### config.mk
export PLATFORM = sky130hd
export DESIGN_NAME = led_pattern_sequencer_flat
export DESIGN_NICKNAME = d
export VERILOG_FILES = /design/src/rtl/led_pattern_sequencer_if.sv /design/src/rtl/led_pattern_sequencer.sv /design/src/flat_wrapper.sv
export SDC_FILE = /design/constraint.sdc
export NUM_CORES = 1
export LEC_CHECK = 0
export CAP_MARGIN = 20
export CORE_MARGIN = 1
export CORE_UTILIZATION = 50
export DETAILED_ROUTE_END_ITERATION = 10
export PLACE_DENSITY_LB_ADDON = 0.05
export SYNTH_ARGS = -nofsm -noshare
export SYNTH_HDL_FRONTEND = slang
export SYNTH_SLANG_ARGS = --single-unit
export TNS_END_PERCENT = 20
### constraint.sdc
create_clock -name clk -period 1.9 [get_ports clk]
set_input_delay 0.285 -clock clk [delete_from_list [all_inputs] [get_ports clk]]
set_output_delay 0.285 -clock clk [all_outputs]
set_load 0.1 [all_outputs]
### src/rtl/led_pattern_sequencer_if.sv
// Handshake-free control/status bundle between the board top level and the LED sequencer.
// The master side drives mode, enable and brightness; the slave side returns the LED word and step pulse.
interface led_pattern_sequencer_if #(
   parameter int PWM_BITS = 4
);
   logic                enable;
   logic [1:0]          mode;
   logic [PWM_BITS-1:0] brightness;
   logic [7:0]          leds;
   logic                step_tick;

   modport master (
      output enable,
      output mode,
      output brightness,
      input  leds,
      input  step_tick
   );

   modport slave (
      input  enable,
      input  mode,
      input  brightness,
      output leds,
      output step_tick
   );
endinterface

### src/rtl/led_pattern_sequencer.sv
// Animated LED pattern driver: prescaled step ticks advance a mode FSM,
// and a shared PWM dims every lit LED before the registered output.
module led_pattern_sequencer #(
   parameter int STEP_DIV = 1000000,
   parameter int PWM_BITS = 4
) (
   input  logic                   clk,
   input  logic                   resetn,
   led_pattern_sequencer_if.slave bus
);

   localparam int DIV_W = (STEP_DIV > 2) ? $clog2(STEP_DIV) : 1;

   typedef enum logic [2:0] {
      S_OFF       = 3'd0,
      S_SHIFT     = 3'd1,
      S_BOUNCE_UP = 3'd2,
      S_BOUNCE_DN = 3'd3,
      S_BLINK     = 3'd4
   } state_t;

   state_t              state_r;
   state_t              state_nx_s;
   logic [7:0]          pattern_r;
   logic [7:0]          pattern_nx_s;
   logic [DIV_W-1:0]    div_cnt_r;
   logic [PWM_BITS-1:0] pwm_cnt_r;
   logic [7:0]          leds_r;
   logic                step_tick_r;
   logic                tick_s;
   logic                pwm_on_s;

   // Both bounce directions report the same user-visible mode.
   function automatic logic [1:0] mode_of(input state_t s);
      logic [1:0] m;
      case (s)
         S_OFF:       m = 2'd0;
         S_SHIFT:     m = 2'd1;
         S_BOUNCE_UP: m = 2'd2;
         S_BOUNCE_DN: m = 2'd2;
         S_BLINK:     m = 2'd3;
         default:     m = 2'd0;
      endcase
      return m;
   endfunction

   // The counter only reaches its top value while enabled, so a tick
   // already due still lands in the cycle enable drops.
   assign tick_s   = (div_cnt_r == DIV_W'(STEP_DIV - 1));
   assign pwm_on_s = (pwm_cnt_r < bus.brightness) ||
                     (bus.brightness == {PWM_BITS{1'b1}});

   // Step prescaler and registered step pulse.
   always_ff @(posedge clk or negedge resetn) begin
      if (!resetn) begin
         div_cnt_r   <= {DIV_W{1'b0}};
         step_tick_r <= 1'b0;
      end else begin
         step_tick_r <= tick_s;
         if (bus.enable && !tick_s) begin
            div_cnt_r <= div_cnt_r + DIV_W'(1);
         end else begin
            div_cnt_r <= {DIV_W{1'b0}};
         end
      end
   end

   // Free-running PWM counter and dimmed LED output register.
   always_ff @(posedge clk or negedge resetn) begin
      if (!resetn) begin
         pwm_cnt_r <= {PWM_BITS{1'b0}};
         leds_r    <= 8'h00;
      end else begin
         pwm_cnt_r <= pwm_cnt_r + PWM_BITS'(1);
         leds_r    <= pattern_r & {8{pwm_on_s}};
      end
   end

   // Mode FSM state and pattern registers.
   always_ff @(posedge clk or negedge resetn) begin
      if (!resetn) begin
         state_r   <= S_OFF;
         pattern_r <= 8'h00;
      end else begin
         state_r   <= state_nx_s;
         pattern_r <= pattern_nx_s;
      end
   end

   // Next-state and next-pattern: a pending mode change beats advancing.
   always_comb begin
      state_nx_s   = state_r;
      pattern_nx_s = pattern_r;
      if (tick_s) begin
         if (bus.mode != mode_of(state_r)) begin
            case (bus.mode)
               2'd0: begin
                  state_nx_s   = S_OFF;
                  pattern_nx_s = 8'h00;
               end
               2'd1: begin
                  state_nx_s   = S_SHIFT;
                  pattern_nx_s = 8'h01;
               end
               2'd2: begin
                  state_nx_s   = S_BOUNCE_UP;
                  pattern_nx_s = 8'h01;
               end
               2'd3: begin
                  state_nx_s   = S_BLINK;
                  pattern_nx_s = 8'hFF;
               end
               default: begin
                  state_nx_s   = S_OFF;
                  pattern_nx_s = 8'h00;
               end
            endcase
         end else begin
            case (state_r)
               S_OFF: begin
                  pattern_nx_s = 8'h00;
               end
               S_SHIFT: begin
                  pattern_nx_s = {pattern_r[6:0], pattern_r[7]};
               end
               S_BOUNCE_UP: begin
                  pattern_nx_s = {pattern_r[6:0], 1'b0};
                  if (pattern_r == 8'h40) begin
                     state_nx_s = S_BOUNCE_DN;
                  end else begin
                     state_nx_s = S_BOUNCE_UP;
                  end
               end
               S_BOUNCE_DN: begin
                  pattern_nx_s = {1'b0, pattern_r[7:1]};
                  if (pattern_r == 8'h02) begin
                     state_nx_s = S_BOUNCE_UP;
                  end else begin
                     state_nx_s = S_BOUNCE_DN;
                  end
               end
               S_BLINK: begin
                  pattern_nx_s = ~pattern_r;
               end
               default: begin
                  state_nx_s   = S_OFF;
                  pattern_nx_s = 8'h00;
               end
            endcase
         end
      end else begin
         state_nx_s   = state_r;
         pattern_nx_s = pattern_r;
      end
   end

   assign bus.leds      = leds_r;
   assign bus.step_tick = step_tick_r;

endmodule
### src/flat_wrapper.sv
// flat-port wrapper written by rule: the top's interface ports become plain ports
module led_pattern_sequencer_flat 
#(
   parameter int STEP_DIV = 1000000,
   parameter int PWM_BITS = 4
)
  (clk, resetn, bus_enable, bus_mode, bus_brightness, bus_leds, bus_step_tick);
  led_pattern_sequencer_if #(.PWM_BITS(PWM_BITS)) bus_i ();
  input  logic clk;
  input  logic resetn;
  input wire logic [$bits(bus_i.enable)-1:0] bus_enable;
  input wire logic [$bits(bus_i.mode)-1:0] bus_mode;
  input wire logic [$bits(bus_i.brightness)-1:0] bus_brightness;
  output wire logic [$bits(bus_i.leds)-1:0] bus_leds;
  output wire logic [$bits(bus_i.step_tick)-1:0] bus_step_tick;
  assign bus_i.enable = bus_enable;
  assign bus_i.mode = bus_mode;
  assign bus_i.brightness = bus_brightness;
  assign bus_leds = bus_i.leds;
  assign bus_step_tick = bus_i.step_tick;
  led_pattern_sequencer #(.STEP_DIV(STEP_DIV), .PWM_BITS(PWM_BITS)) u_core (.clk(clk), .resetn(resetn), .bus(bus_i));
endmodule
# After elaboration in Yosys (flattened, before gate mapping)
# Index checks and enable logic that the tools add are counted.
[word_totals] ff_bits=44 input_bits=9 out_inout_bits=9 elab_cells=44
[classes] add_sub_neg=2 n_lt_le_gt_ge=1 eq_ne=13 muxes=11 bitwise=2 n_reduce_logical=9
[ops] op="$pmux W8 S4" count=1
[ops] op="$pmux W8 S3" count=1
[ops] op="$add A20 B1 Y20 const B" count=1
[ops] op="$eq A20 B20 Y1 const B" count=1
[ops] op="$mux W20" count=1
[ops] op="$pmux W3 S4" count=1
[ops] op="$pmux W3 S3" count=1
[ops] op="$and A8 B8 Y8" count=1
[ops] op="$eq A8 B2 Y1 const B" count=1
[ops] op="$eq A8 B7 Y1 const B" count=1
[ops] op="$mux W8" count=1
[ops] op="$not A8 Y8" count=1
[ops] op="$eq A3 B2 Y1 const B" count=2
[ops] op="$pmux W2 S3" count=1
[ops] op="$add A4 B1 Y4 const B" count=1
[ops] op="$eq A2 B2 Y1 const B" count=2
[ops] op="$eq A4 B4 Y1 const B" count=1
[ops] op="$lt A4 B4 Y1" count=1
[ops] op="$reduce_or A2 Y1" count=2
[ops] op="$eq A3 B1 Y1 const B" count=1
[ops] op="$eq A3 B3 Y1 const B" count=1
[ops] op="$logic_not A3 Y1" count=1
[ops] op="$mux W3" count=1
[ops] op="$reduce_or A3 Y1" count=1
[ops] op="10 further kinds" count=11

# Logic depth before layout (Yosys ltp)
# Gate-level depths: netlist (run 1).
[depth] depth_word=7 mapped_depth=9 depth_no_buf=7

# Worst setup path before layout (run 1)
# No wires, ideal clock.
[synth_path] path_type="flip-flop to flip-flop" start="register u_core.div_cnt_r[0]" end="register u_core.pattern_r[0]" setup_ns=0.125 arrival_ns=1.834 required_ns=1.775 slack_ns=-0.059 path_stages_with_launch=9 n_path_buf=2 synth_period_minus_slack_ns=1.959 cell_sequence="dfrtp_1 ha_1 inv_1 or2_1 or3_1 buf_6 clkinv_8 buf_12 mux2_2"
[synth_via] elab_chain_len=1
[synth_lines] item="start, declared" line_no="led_pattern_sequencer.sv:26" source="logic [DIV_W-1:0] div_cnt_r;"
[synth_lines] item="start signal, assigned" line_no="led_pattern_sequencer.sv:56" source="div_cnt_r <= {DIV_W{1'b0}};"
[synth_lines] item="start signal, assigned" line_no="led_pattern_sequencer.sv:61" source="div_cnt_r <= div_cnt_r + DIV_W'(1);"
[synth_lines] item="start signal, assigned" line_no="led_pattern_sequencer.sv:63" source="div_cnt_r <= {DIV_W{1'b0}};"
[synth_lines] item="$eq A20 B20 Y1" line_no="led_pattern_sequencer.sv:49" source="assign tick_s = (div_cnt_r == DIV_W'(STEP_DIV - 1));"
[synth_lines] item="named net u_core.tick_s" line_no="led_pattern_sequencer.sv:30" source="logic tick_s;"
[synth_lines] item="end signal, assigned" line_no="led_pattern_sequencer.sv:86" source="pattern_r <= pattern_nx_s;"
[synth_lines] item="end, declared" line_no="led_pattern_sequencer.sv:24" source="logic [7:0] pattern_r;"
# The timed path passes the listed nets, and every way through them passes these cells.
# A chain may end at the register's enable or synchronous reset.

# Final worst setup path (run 1)
[layout_path] start="register u_core.pattern_r[3]" end="register u_core.state_r[0]"
[layout_via] elab_chain_len=4 elab_cells_between_ends=6 classes_between="2 x eq/ne; 4 x mux"
[layout_lines] item="$eq A8 B2 Y1 or $eq A8 B7 Y1 (tied branches)" line_no="led_pattern_sequencer.sv:136, led_pattern_sequencer.sv:128"
[layout_lines] item="$mux W1 (on tied branches)" line_no="led_pattern_sequencer.sv:136, led_pattern_sequencer.sv:128"
[layout_lines] item="$pmux W3 S3 *" line_no="led_pattern_sequencer.sv:119" source="case (state_r)"
[layout_lines] item="$mux W3 *" line_no="led_pattern_sequencer.sv:95" source="if (bus.mode != mode_of(state_r)) begin"
[layout_lines] item="end signal, assigned" line_no="led_pattern_sequencer.sv:85" source="state_r <= state_nx_s;"
[layout_lines] item="end, declared" line_no="led_pattern_sequencer.sv:22" source="state_t state_r;"
# Every way passes the cells marked *; elsewhere a longest branch is shown, timed or not. The select of a mux whose other input is x is not followed.

==> results of run 1 <==
## kinds of logic (layout without fill, tap and decap cells)
kind of cell | Yosys count | in the layout | share of synthesized area
adder cells (fa/ha/maj) | 5 | 5 | 0.0270
XOR/XNOR | 22 | 22 | 0.0831
multiplexers | 4 | 4 | 0.0183
buffers and inverters | 22 | 73 | 0.0556
AND/OR/NAND/NOR | 95 | 95 | 0.211
flip-flops | 44 | 44 | 0.475
AO/OA/AOI/OAI | 40 | 40 | 0.130
## worst register-to-register path, delay by kind of cell, from the launching register on
kind / cells / cell delay [ns]
AND/OR/NAND/NOR: 1 / 0.54
AO/OA/AOI/OAI: 3 / 0.53
flip-flops: 1 / 0.39
multiplexers: 1 / 0.28
## stage by stage
step                      hold slack (ns)  TNS [ns]  std cells
after detailed placement            0.278   -0.0906        325
after global placement              0.262         0        325
after global routing                0.509   -0.0144        335
final                               0.463         0        335
after CTS                           0.470         0        334
after floorplan                   -0.0106         0        232
## cell usage after synthesis, types with 2 or more instances
| master | number |
|---|---|
| mux2i_1 | 2 |
| buf_2 | 2 |
| nand2_1 | 15 |
| ha_1 | 5 |
| nand3b_1 | 2 |
| o22a_1 | 13 |
| nor2_1 | 31 |
| inv_1 | 10 |
| a21oi_1 | 6 |
| xnor2_1 | 6 |
| a22oi_1 | 6 |
| clkbuf_1 | 5 |
| nor3_1 | 5 |
| buf_4 | 2 |
| and3_1 | 11 |
| o21ai_0 | 4 |
| nand4_1 | 3 |
| xor2_1 | 16 |
| or3_1 | 2 |
| nand3_1 | 11 |
| dfrtp_1 | 44 |
## timing repair
action | in CTS | in global routing
hold buffers | 1 | 0
endpoints found under the setup margin | 1 | 1
endpoints found under the hold margin | 20 | 0
resized for setup | 1 | 2
buffers inserted | 0 | 1
## path summary, 6_finish.rpt
path | to | start | slack (ns)
setup / recovery | u_core.state_r[0]$_DFFE_PN0P_ | u_core.pattern_r[3]$_DFFE_PN0P_ | 0.05
hold / removal | u_core.pwm_cnt_r[0]$_DFF_PN0_ | u_core.pwm_cnt_r[0]$_DFF_PN0_ | 0.46
setup reg to reg | u_core.state_r[0]$_DFFE_PN0P_ | u_core.pattern_r[3]$_DFFE_PN0P_ | 0.05
hold reg to reg | u_core.pwm_cnt_r[0]$_DFF_PN0_ | u_core.pwm_cnt_r[0]$_DFF_PN0_ | 0.46
max in group asynchronous | u_core.pwm_cnt_r[0]$_DFF_PN0_ | resetn | 0.87
min in group asynchronous | u_core.div_cnt_r[5]$_DFF_PN0_ | resetn | 0.47
## routing by layer
layer,wire length (µm),up-vias,share of wire
met5,0,-,0
met4,66,0,0.014
met3,126,9,0.027
met2,2390,26,0.50
met1,2170,903,0.46
li1,-,911,-
## report_power, final
group	internal (µW)	total, µW	switching [µW]	leakage [µW]
clock	396	729	333	0.0000548
combinational	50.3	109	58.9	0.000755
sequential	941	945	3.36	0.000588
## registers in the layout (all words and copies together), names as in the netlist
register and count:
u_core.div_cnt_r 20, u_core.bus.leds 8, u_core.pattern_r 8, u_core.pwm_cnt_r 4
u_core.state_r 3, u_core.bus.step_tick 1
## cell type report
cell class	count	area, µm²
Fill cell	359	1540
Multi-Input combinational cell	166	1110
Sequential cell	44	1100
Timing Repair Buffer	54	435
Clock buffer	5	68.8
Tap cell	52	65.1
Inverter	11	53.8
Clock inverter	3	46.3
## cell usage in the layout, fill, tap and decap left out, drive strengths merged, types with 2 or more instances in the layout
cell type / synthesis / layout
ha: 5 / 5
xor2: 16 / 16
and3: 12 / 12
dfrtp: 44 / 44
buf: 6 / 46
or3: 2 / 2
clkdlybuf4s50: 0 / 7
nand2: 17 / 17
nand3b: 2 / 2
nand3: 11 / 11
xnor2: 6 / 6
o21ai: 5 / 5
mux2i: 2 / 2
inv: 10 / 11
nor3: 5 / 5
clkbuf: 5 / 5
nand4: 4 / 4
o22a: 13 / 13
nor2: 31 / 31
a22oi: 6 / 6
a21oi: 6 / 6
mux2: 2 / 2
==> impl_metrics.tcl, run 1 <==
set metrics [dict create \
    grt_pass1_wl_um 8200 \
    antenna_found_initial 0 \
    finalCriticalPeriod_ns 1.85 \
    yosysTopAreaCellShare 0.475 \
    worstMarginPinSlew_ns 0.478 \
    synth_nets 246 \
    min_path_cells 1 \
    fin_skew_ns 0.00780 \
    route.antenna.remaining_nets 0 \
    fp.dieH_um 70.1 \
    grt.busiest_layer "met2" \
    cp.depth 5 \
    routed_wirelength_um 4750 \
    clk_latency_ns 0.30 \
    syn-cell-area_um2 2320 \
    io_pins 18 \
    syn2layout_area_growth_pct 24.1 \
    crit_fanout 2 \
    grt_use_total 0.209 \
    path_cells "or4_4, o41a_1, a21oi_2, o32ai_1, mux2_1" \
    cts-root-buf "clkbuf_8" \
    ctsHtreeMaxLevel 2 \
    fmax_mhz 542 \
    ff2ff_path_depth 5 \
    cp_top_family "simple AND/OR/NAND/NOR gates" \
    wl_per_cell_um 14.2 \
    final_core_util 0.652 \
    grt_pass1_vias 1836 \
    placementRows 24 \
    path_class "flop to flop" \
    status "complete, no violations" \
    hold_class "flop to flop" \
    nNetsFinal 296 \
    drive_gt1_frac 0.237 \
    finalWeightedCongestion 0.934 \
    cts_inserted_buffers 5 \
    die_w_um 70.1 \
    async_flop_share 1.00 \
    final_max_slew_viol_count 0 \
    yosysTopAreaCell "dfrtp_1" \
    grt.overflow.total 0 \
    final_area_um2 2880 \
    required_ns 2.08 \
    numPortBuffers 17 \
    path_buf_inv 0 \
    slowest_delay_ns 0.54 \
    coreArea_um2 4410 \
    vdd_drop_max_mv 0.538 \
    finalCritPeriodShare 0.971 \
    hold_viol_final 0 \
    placed_cell_area_um2 2730 \
    p_leak_uw 0.00140 \
    num_vias 1849 \
    initial_core_util 0.525 \
    synthFlopType "dfrtp_1" \
    clkSinkCount 44 \
    end_kind "flop" \
    firstDrtPassIters 4 \
    synth_seq_cells 44 \
    grt_util_met2 0.359 \
    setup_viol 0 \
    syn-mean-instance-area_um2 9.99 \
    hpwl_um 3470 \
    drv_cap 0 \
    synth-edff-count 0 \
    n_antenna_cell 0 \
    vias_per_cell 5.52 \
    rsz0062_at_grt "true" \
    fin_ws_ns 0.0542 \
    crit_slowest_cell "or4_4" \
    die_area_um2 4910 \
    drt_iter0_markers 103 \
    synth_seq_area_share 0.475 \
    met1_usage 0.264 \
    synth_cell_types 52 \
    cts_tree "built" \
    drc 0 \
    path_clk_slew_ns 0.08 \
    clk_path_buf_depth 2 \
    cp_data_arrival_time_ns 2.03 \
    groute.layer.met3.usage 0.0462 \
    startpoint_type "flop" \
    synth_cells 232 \
    slew_headroom 0.681 \
    finalPower_uw 1780 \
    place_ws_ns -0.0237 \
    synth_area_leaders "dfrtp_1, xor2_1, nor2_1" \
    grt_max_degree 23 \
    synth_warnings 0 \
    power.density_nw_per_um2 620 \
]
No activity file was read; power rests on OpenSTA's default activity.
==> inputs of run 2 (changes only) <==
ABC_CLOCK_PERIOD_IN_PS = 1900   (was default)
REMOVE_ABC_BUFFERS = 1   (was default)
==> run 2 against run 1 <==
  * Final cell count shrank 1.5%
  * Via count up 1.6%
  * Non-clock buffer count shrank 5
  * Register-to-register slack is essentially flat
  * Clock-buffer cell count rose by 1
  * Global-route usage up 2.1 points
  * Sequential cell count unchanged
  * Sequential power hardly changed
  * Combinational power about the same
  * Largest cell class unchanged
==> impl_metrics.tcl, run 2 (synthesis gave the netlist of run 1 again) <==
set metrics [dict create \
    status "complete, no violations" \
    finalCritPeriodShare 0.976 \
    nNetsFinal 291 \
    hpwl_um 3550 \
    vias_per_cell 5.69 \
    power.density_nw_per_um2 585 \
    path_clk_slew_ns 0.08 \
    slew_headroom 0.638 \
    hold_viol_final 0 \
    grt_use_total 0.230 \
    final_area_um2 2820 \
    place_ws_ns -0.0358 \
    setup_viol 0 \
    ff2ff_path_depth 5 \
    cp_data_arrival_time_ns 2.04 \
    path_class "flop to flop" \
    placementRows 24 \
    crit_end "u_core.state_r[0]$_DFFE_PN0P_" \
    drc 0 \
    grt_max_degree 45 \
    clk_latency_ns 0.29 \
    drive_gt1_frac 0.234 \
    ctsHoldBuffers 0 \
    end_kind "flop" \
    fin_skew_ns 0.00550 \
    largest_register "u_core.div_cnt_r" \
    reg2reg_slack_ns 0.05 \
    drv_cap 0 \
    nFillCells 375 \
    top_layer "met4" \
    crit_fanout 2 \
    startpoint_type "flop" \
    die_area_um2 4910 \
    num_vias 1878 \
    largest_reg_flops 20 \
    hold_ws_ns 0.0467 \
    fp.dieH_um 70.1 \
    drt_iter0_markers 134 \
    clkSinkCount 44 \
    rr_endpoint "u_core.state_r[0]$_DFFE_PN0P_" \
    p_leak_uw 0.00137 \
    rsz0062_at_grt "false" \
    routed_wirelength_um 4930 \
    firstDrtPassIters 4 \
    layout_common_cells "dfrtp_1, buf_4, nor2_1" \
    clk_path_buf_depth 2 \
    coreArea_um2 4410 \
    cts-root-buf "clkbuf_8" \
    cts_tree "built" \
    hold_class "input port to async pin" \
    finalCriticalPeriod_ns 1.85 \
    ctsHtreeMaxLevel 2 \
    wl_met2_um 2490 \
    fin_ws_ns 0.0458 \
    antenna_found_initial 0 \
    syn2layout_area_growth_pct 21.8 \
    die_w_um 70.1 \
    initial_core_util 0.525 \
    numPortBuffers 17 \
    worstMarginPinSlew_ns 0.543 \
    fin_cells 330 \
    finalWeightedCongestion 0.851 \
    fmax_mhz 539 \
    cts_inserted_buffers 5 \
    final_max_slew_viol_count 0 \
    vdd_drop_max_mv 0.332 \
    crit_path_start "u_core.pattern_r[3]$_DFFE_PN0P_" \
    final_common_cell "dfrtp_1" \
    n_antenna_cell 0 \
    placed_cell_area_um2 2700 \
    route.antenna.remaining_nets 0 \
    grt.overflow.total 0 \
    dp_cells 322 \
    wl_per_cell_um 14.9 \
    grt_pass1_wl_um 8820 \
    r2r-start "u_core.pattern_r[3]$_DFFE_PN0P_" \
    wl_met3_um 147 \
    io_pins 18 \
    required_ns 2.09 \
    grt_pass1_vias 1917 \
    drt-met1-wl_um 2210 \
]
[run 2: layout make-up]
cell class                      count  area, µm²  share of cell area
Multi-Input combinational cell    166       1120               0.395
Sequential cell                    44       1100               0.390
Timing Repair Buffer               49        395               0.140
Clock buffer                        6       82.6              0.0292
Tap cell                           52       65.1              0.0230
Inverter                           11       53.8              0.0191
Clock inverter                      2       10.0             0.00354
[run 2: through the flow]
step / util / total power (µW) / TNS [ns]
final: 0.640 / 1650 / 0
after global routing: 0.640 / 1730 / 0
after global placement: 0.613 / 1070 / 0
after detailed placement: 0.613 / 1070 / -0.188
after CTS: 0.635 / 1680 / 0
after floorplan: - / 999 / -0.123
[run 2: power by group]
| group | internal (µW) | switching [µW] |
|---|---|---|
| clock network | 290 | 309 |
| logic | 48.6 | 59.1 |
| registers | 941 | 3.71 |
| total | 1280 | 372 |
[run 2: layer usage]
metal / up-vias / GRT usage
li1: 905 / -
met1: 930 / 0.284
met2: 34 / 0.392
met3: 9 / 0.0447
met4: 0 / 0.0978
met5: - / 0
[run 2: worst min path at each step]
stage            from                            end  slack (ns)  cells past startpoint
6_report       resetn  u_core.div_cnt_r[7]$_DFF_PN0_        0.05                      2
5_1_grt        resetn  u_core.div_cnt_r[7]$_DFF_PN0_        0.09                      2
4_1_cts        resetn  u_core.div_cnt_r[5]$_DFF_PN0_        0.07                      2
3_5_place_dp   resetn  u_core.div_cnt_r[5]$_DFF_PN0_        0.40                      2
3_3_place_gp   resetn  u_core.div_cnt_r[5]$_DFF_PN0_        0.38                      2
2_1_floorplan  resetn   u_core.bus.leds[0]$_DFF_PN0_       -0.01                      0
[run 2: what timing repair did]
action                     in CTS  in global routing
pin swaps                       0                  2
resized for setup               1                  6
setup buffers                   0                  0
setup endpoints to repair       2                  1
[run 2: worst max-delay path: stages, from the launching register on]
cell and delay [ns]:
dfrtp_1 0.39, or4_4 0.54, o41a_1 0.34, a21oi_2 0.12, o32ai_1 0.10, mux2_4 0.27
